[src/rtl/program_sequencer_if.sv]
// Sequencing bus between the control unit (master) and the program sequencer (slave).
// The SEQ_IRQ_EN macro adds the irq request and in_isr status signals.
interface program_sequencer_if #(
  parameter int PC_W        = 10,
  parameter int STACK_DEPTH = 8
);
  localparam int SP_W = $clog2(STACK_DEPTH) + 1;

  logic            stall;
  logic [2:0]      op;
  logic [PC_W-1:0] target;
  logic            z;
  logic [PC_W-1:0] pc;
  logic [SP_W-1:0] sp;
  logic            stack_full;
  logic            stack_empty;
  logic            overflow;
  logic            underflow;
`ifdef SEQ_IRQ_EN
  logic            irq;
  logic            in_isr;
`endif

  modport master (
    output stall, op, target, z,
`ifdef SEQ_IRQ_EN
    output irq,
    input  in_isr,
`endif
    input  pc, sp, stack_full, stack_empty, overflow, underflow
  );

  modport slave (
    input  stall, op, target, z,
`ifdef SEQ_IRQ_EN
    input  irq,
    output in_isr,
`endif
    output pc, sp, stack_full, stack_empty, overflow, underflow
  );
endinterface

[src/rtl/program_sequencer.sv]
// Program counter, branch/jump selection and return-address stack for the single-cycle core.
// Optional interrupt entry is enabled by defining SEQ_IRQ_EN.
module program_sequencer #(
  parameter int PC_W        = 10,
  parameter int STACK_DEPTH = 8,
  parameter int RESET_ADDR  = 0,
  parameter int IRQ_VECTOR  = 1
) (
  input  logic              clk,
  input  logic              reset,
  program_sequencer_if.slave bus
);
  localparam int SP_W  = $clog2(STACK_DEPTH) + 1;
  localparam int IDX_W = $clog2(STACK_DEPTH);
  localparam logic [PC_W-1:0] RESET_PC = PC_W'(RESET_ADDR);
  localparam logic [SP_W-1:0] FULL_SP  = SP_W'(STACK_DEPTH);

  if (STACK_DEPTH < 2 || (STACK_DEPTH & (STACK_DEPTH - 1)) != 0 ||
      RESET_ADDR < 0 || IRQ_VECTOR < 0) begin : g_bad_params
    $error("program_sequencer: STACK_DEPTH must be a power of two >= 2");
  end

  typedef enum logic [2:0] {
    OP_INC  = 3'b000,
    OP_JMP  = 3'b001,
    OP_JREL = 3'b010,
    OP_CALL = 3'b011,
    OP_RET  = 3'b100,
    OP_BZ   = 3'b101,
    OP_BNZ  = 3'b110,
    OP_RSV  = 3'b111
  } op_t;

  op_t             op_dec;
  logic [PC_W-1:0] pc_reg, pc_next;
  logic [SP_W-1:0] sp_reg, sp_next;
  logic            overflow_reg, overflow_next;
  logic            underflow_reg, underflow_next;
  logic [PC_W-1:0] pc_inc;
  logic [SP_W-1:0] sp_inc, sp_dec;
  logic [IDX_W-1:0] push_idx, pop_idx;
  logic            full, empty;
  logic            push;
  logic [PC_W-1:0] push_data;
  logic [PC_W-1:0] stack_mem [STACK_DEPTH];
  logic [PC_W-1:0] tos;

  assign op_dec   = op_t'(bus.op);
  assign pc_inc   = pc_reg + 1'b1;
  assign sp_inc   = sp_reg + 1'b1;
  assign sp_dec   = sp_reg - 1'b1;
  // Pushes only happen when not full, so sp itself fits the index width.
  assign push_idx = sp_reg[IDX_W-1:0];
  assign pop_idx  = sp_dec[IDX_W-1:0];
  assign full     = (sp_reg == FULL_SP);
  assign empty    = (sp_reg == '0);
  assign tos      = stack_mem[pop_idx];

`ifdef SEQ_IRQ_EN
  localparam logic [PC_W-1:0] IRQ_PC = PC_W'(IRQ_VECTOR);
  logic in_isr_reg, in_isr_next;
  logic irq_take;
  assign irq_take = bus.irq && !in_isr_reg && !full;
`endif

  always_comb begin
    pc_next        = pc_reg;
    sp_next        = sp_reg;
    overflow_next  = overflow_reg;
    underflow_next = underflow_reg;
    push           = 1'b0;
    push_data      = pc_inc;
`ifdef SEQ_IRQ_EN
    in_isr_next    = in_isr_reg;
`endif
    if (!bus.stall) begin
`ifdef SEQ_IRQ_EN
      // The interrupted instruction is re-fetched on return, so push pc, not pc+1.
      if (irq_take) begin
        push        = 1'b1;
        push_data   = pc_reg;
        pc_next     = IRQ_PC;
        sp_next     = sp_inc;
        in_isr_next = 1'b1;
      end else
`endif
      begin
        case (op_dec)
          OP_JMP:  pc_next = bus.target;
          OP_JREL: pc_next = pc_reg + bus.target;
          OP_BZ:   pc_next = bus.z ? bus.target : pc_inc;
          OP_BNZ:  pc_next = bus.z ? pc_inc : bus.target;
          OP_CALL: begin
            if (full) begin
              pc_next       = pc_inc;
              overflow_next = 1'b1;
            end else begin
              push    = 1'b1;
              pc_next = bus.target;
              sp_next = sp_inc;
            end
          end
          OP_RET: begin
            if (empty) begin
              pc_next        = pc_inc;
              underflow_next = 1'b1;
            end else begin
              pc_next = tos;
              sp_next = sp_dec;
            end
`ifdef SEQ_IRQ_EN
            in_isr_next = 1'b0;
`endif
          end
          default: pc_next = pc_inc;
        endcase
      end
    end
  end

  always_ff @(posedge clk or posedge reset) begin
    if (reset) begin
      pc_reg        <= RESET_PC;
      sp_reg        <= '0;
      overflow_reg  <= 1'b0;
      underflow_reg <= 1'b0;
`ifdef SEQ_IRQ_EN
      in_isr_reg    <= 1'b0;
`endif
    end else begin
      pc_reg        <= pc_next;
      sp_reg        <= sp_next;
      overflow_reg  <= overflow_next;
      underflow_reg <= underflow_next;
`ifdef SEQ_IRQ_EN
      in_isr_reg    <= in_isr_next;
`endif
    end
  end

  // Stack storage has no reset; an empty stack is defined purely by sp.
  always_ff @(posedge clk) begin
    if (push && !reset) begin
      stack_mem[push_idx] <= push_data;
    end
  end

  assign bus.pc          = pc_reg;
  assign bus.sp          = sp_reg;
  assign bus.stack_full  = full;
  assign bus.stack_empty = empty;
  assign bus.overflow    = overflow_reg;
  assign bus.underflow   = underflow_reg;
`ifdef SEQ_IRQ_EN
  assign bus.in_isr      = in_isr_reg;
`endif
endmodule

[src/flat_wrapper.sv]
// flat-port wrapper written by rule: the top's interface ports become plain ports
module program_sequencer_flat 
#(
  parameter int PC_W        = 10,
  parameter int STACK_DEPTH = 8,
  parameter int RESET_ADDR  = 0,
  parameter int IRQ_VECTOR  = 1
)
  (clk, reset, bus_stall, bus_op, bus_target, bus_z, bus_pc, bus_sp, bus_stack_full, bus_stack_empty, bus_overflow, bus_underflow);
  program_sequencer_if #(.PC_W(PC_W), .STACK_DEPTH(STACK_DEPTH)) bus_i ();
  input  logic clk;
  input  logic reset;
  input wire logic [$bits(bus_i.stall)-1:0] bus_stall;
  input wire logic [$bits(bus_i.op)-1:0] bus_op;
  input wire logic [$bits(bus_i.target)-1:0] bus_target;
  input wire logic [$bits(bus_i.z)-1:0] bus_z;
  output wire logic [$bits(bus_i.pc)-1:0] bus_pc;
  output wire logic [$bits(bus_i.sp)-1:0] bus_sp;
  output wire logic [$bits(bus_i.stack_full)-1:0] bus_stack_full;
  output wire logic [$bits(bus_i.stack_empty)-1:0] bus_stack_empty;
  output wire logic [$bits(bus_i.overflow)-1:0] bus_overflow;
  output wire logic [$bits(bus_i.underflow)-1:0] bus_underflow;
  assign bus_i.stall = bus_stall;
  assign bus_i.op = bus_op;
  assign bus_i.target = bus_target;
  assign bus_i.z = bus_z;
  assign bus_pc = bus_i.pc;
  assign bus_sp = bus_i.sp;
  assign bus_stack_full = bus_i.stack_full;
  assign bus_stack_empty = bus_i.stack_empty;
  assign bus_overflow = bus_i.overflow;
  assign bus_underflow = bus_i.underflow;
  program_sequencer #(.PC_W(PC_W), .STACK_DEPTH(STACK_DEPTH), .RESET_ADDR(RESET_ADDR), .IRQ_VECTOR(IRQ_VECTOR)) u_core (.clk(clk), .reset(reset), .bus(bus_i));
endmodule
[config.mk]
export PLATFORM = sky130hd
export DESIGN_NAME = program_sequencer_flat
export DESIGN_NICKNAME = d
export VERILOG_FILES = /design/src/rtl/program_sequencer_if.sv /design/src/rtl/program_sequencer.sv /design/src/flat_wrapper.sv
export SDC_FILE = /design/constraint.sdc
export NUM_CORES = 1
export LEC_CHECK = 0
export ABC_AREA = 1
export CAP_MARGIN = 20
export CORE_MARGIN = 1
export CORE_UTILIZATION = 45
export CTS_CLUSTER_DIAMETER = 60
export DETAILED_ROUTE_END_ITERATION = 16
export GPL_ROUTABILITY_DRIVEN = 0
export PLACE_DENSITY = 0.73
export SLEW_MARGIN = 20
export SYNTH_ARGS = -nofsm -noshare
export SYNTH_HDL_FRONTEND = slang
export SYNTH_SLANG_ARGS = --single-unit
[constraint.sdc]
create_clock -name clk -period 3.5 [get_ports clk]
set_input_delay 0.7 -clock clk [delete_from_list [all_inputs] [get_ports clk]]
set_output_delay 0.7 -clock clk [all_outputs]
set_load 0.02 [all_outputs]
==> results.sh <==
export IMPL_status="finished, final reports clean"
export IMPL_dp_slack_ns=0.678
export IMPL_yosysWarnings=0
export IMPL_drt_first_pass_iters=4
export IMPL_drc=0
export IMPL_vias=3934
export IMPL_startpoint="u_core.bus.sp[1]$_DFFE_PP0P_"
export IMPL_io_buffer_count=34
export IMPL_tightest_slew_ns=0.840
export IMPL_cts_tree="yes"
export IMPL_antenna_found_initial=0
export IMPL_synthCells=540
export IMPL_rsz0062_at_grt="false"
export IMPL_antenna_left=0
export IMPL_cts_htree_levels=3
export IMPL_cts_hold_fix_buffers=0
export IMPL_r2r_end="u_core.bus.pc[6]$_DFFE_PP0N_"
export IMPL_hold_path_class="reg -> reg"
export IMPL_layout_nets=614
export IMPL_grtUsageMet1_pct=30.9
export IMPL_initial_core_util_pct=46.2
export IMPL_drive_gt1_share_pct=9.68
export IMPL_synth_distinct_cells=34
export IMPL_rows=38
export IMPL_crit_reg2reg_launch="u_core.bus.sp[1]$_DFFE_PP0P_"
export IMPL_cts_sinks=96
export IMPL_syn_avg_cell_area_sq_um=9.27
export IMPL_grtUsageMet3_pct=3.15
export IMPL_largest_register_ffs=80
export IMPL_power_density_nw_per_um2=792
export IMPL_synth_seq_cells=96
export IMPL_detailed_place_hpwl_microns=8330
export IMPL_fin_setup_tns_ns=0
export IMPL_core_area_sq_um=10800
export IMPL_reg2reg_depth=10
export IMPL_ir_drop_uv=368
export IMPL_endpoint_kind="output port"
export IMPL_die_w_microns=107
export IMPL_fin_skew_ns=0.00948
export IMPL_n_fill_cell=981
export IMPL_ys_seq_area_share_pct=56.0
export IMPL_fin_crit_ns=2.86
export IMPL_wl_microns=11900
export IMPL_die_area_sq_um=11600
export IMPL_cts_buffers=9
export IMPL_drv_cap=0
export IMPL_synth_nets=570
export IMPL_clock_path_buffers=2
export IMPL_relSlewSlack_pct=43.6
export IMPL_max_freq_mhz=350
export IMPL_cp_max_fo=8
export IMPL_post_cts_buffers=0
export IMPL_slew_violations=0
export IMPL_grt_pass1_vias=3859
export IMPL_worst_ep_arrival_time_ns=2.16
export IMPL_p_leak_nw=2.31
export IMPL_r2r_setup_slack_ns=0.87
export IMPL_path_clk_slew_ns=0.08
export IMPL_clk_latency_ns=0.37
export IMPL_hold_viol=0
export IMPL_finalSetupViolCount=0
export IMPL_grt_max_degree=45
export IMPL_endpoint="bus_stack_empty"
export IMPL_busiest_layer="met2"
export IMPL_wl_per_cell_microns=16.3
export IMPL_antennaDiodeCount=0
export IMPL_grt_overflow=0
export IMPL_synthesis_area_sq_um=5010
export IMPL_io_pins=35
export IMPL_period_share_pct=81.7
export IMPL_grt_usage_pct=22.3
export IMPL_required_ns=2.80
export IMPL_grt_pass1_wl_microns=19300
export IMPL_use_met2_pct=35.6
export IMPL_crit_type="reg -> out"
export IMPL_critPathLaunchType="flop"
export IMPL_drt_initial_drc_count=275
export IMPL_fin_ws_ns=0.641
export IMPL_routed_via_density=5.40
export IMPL_cts_root_buf="clkbuf_8"
export IMPL_area_delta_synth_final_pct=15.1
export IMPL_die_height_microns=107
export IMPL_ctsResizeCount=0
## worst min-delay path by stage
stage	startpoint	end	slack, ns	cells after the start
5_1_grt	u_core.bus.underflow$_DFFE_PP0P_	u_core.bus.underflow$_DFFE_PP0P_	0.50	1
6_report	u_core.bus.underflow$_DFFE_PP0P_	u_core.bus.underflow$_DFFE_PP0P_	0.48	1
3_3_place_gp	u_core.bus.underflow$_DFFE_PP0P_	u_core.bus.underflow$_DFFE_PP0P_	0.46	1
3_5_place_dp	u_core.bus.underflow$_DFFE_PP0P_	u_core.bus.underflow$_DFFE_PP0P_	0.46	1
2_1_floorplan	u_core.bus.overflow$_DFFE_PP0P_	u_core.bus.overflow$_DFFE_PP0P_	0.59	1
4_1_cts	u_core.bus.underflow$_DFFE_PP0P_	u_core.bus.underflow$_DFFE_PP0P_	0.49	1
## synthesized netlist by cell type, drive strengths merged
| cell | number | share of area [%] |
|---|---|---|
| a21boi | 1 | 0.15 |
| a21o | 1 | 0.15 |
| a21oi | 10 | 1.1 |
| buf | 12 | 1.3 |
| clkbuf | 4 | 0.30 |
| clkinv | 3 | 0.22 |
| dfrtp | 16 | 8.0 |
| edfxtp | 80 | 48 |
| fa | 1 | 0.40 |
| ha | 12 | 3.0 |
| inv | 40 | 3.0 |
| nand2 | 124 | 9.8 |
| nand3 | 56 | 5.9 |
| nand3b | 3 | 0.45 |
| nand4 | 8 | 1.1 |
| nor2 | 97 | 8.2 |
| nor3 | 8 | 0.80 |
| nor4 | 1 | 0.13 |
| o211ai | 12 | 1.8 |
| o21ai | 37 | 3.8 |
| o21bai | 2 | 0.30 |
| xnor2 | 4 | 0.70 |
| xor2 | 8 | 1.4 |
## kinds of logic after synthesis
group | after synthesis | synth area share (%)
and+or+nand+nor | 297 | 26.4
AOI/OAI and AO/OA | 63 | 7.25
adders and majority gates | 13 | 3.40
buffers and inverters | 59 | 4.87
xor gates and xnor gates | 12 | 2.10
DFF | 96 | 56.0
## power breakdown
group,total [mW],switching [mW],internal (mW)
combinational,2.22,1.48,0.744
clock,0.741,0.389,0.352
sequential,1.60,0.126,1.47
total,4.56,1.99,2.57
## cell type report
| class | count | area (sq um) | share of cell area, % |
|---|---|---|---|
| multi-input cells | 385 | 1970 | 34.1 |
| clock inverters | 6 | 67.6 | 1.17 |
| repair buffers | 49 | 453 | 7.86 |
| well taps | 140 | 175 | 3.04 |
| clock buffers | 10 | 138 | 2.39 |
| inverters | 43 | 161 | 2.80 |
| flip-flops and latches | 96 | 2800 | 48.6 |
## metal layers
layer / vias up / part of all wire, %
met3: 12 / 5.0
met1: 1862 / 47
met4: 0 / 1.4
met5: - / 0
li1: 1913 / -
met2: 147 / 47
## critical path, stage by stage, from the launching register on
cell and delay, ns:
dfrtp_1 0.44, clkinv_1 0.16, ha_1 0.29, nand2_2 0.10
nor2_4 0.17, clkdlybuf4s50_1 0.63
## stage by stage
| step | util (%) | cell area, sq um | instances | hold WS (ns) | power [mW] |
|---|---|---|---|---|---|
| after CTS | 53.2 | 5760 | 729 | 0.486 | 4.55 |
| after global placement | 51.3 | 5560 | 713 | 0.462 | 3.76 |
| after global routing | 53.2 | 5760 | 729 | 0.503 | 4.87 |
| after floorplan | - | 5010 | 540 | 0.592 | 3.10 |
| final | 53.2 | 5760 | 729 | 0.480 | 4.56 |
| after detailed placement | 51.3 | 5560 | 713 | 0.464 | 3.82 |
## layout by cell type, fill, tap and decap left out, drive strengths merged
cell type and n:
nand2 124, a21boi 1, clkbuf 10, nand4 8, clkinvlp 2, edfxtp 80
inv 41, o211ai 12, ha 12, o21ai 37, nand3b 3, xnor2 4
nor4 1, dfrtp 16, fa 1, a21o 1, nor2 97, nor3 8
nand3 56, bufinv 1, buf 15, a21oi 10, xor2 8, clkinv 5
clkdlybuf4s50 34, o21bai 2
Power figures use the tool's default switching activity.
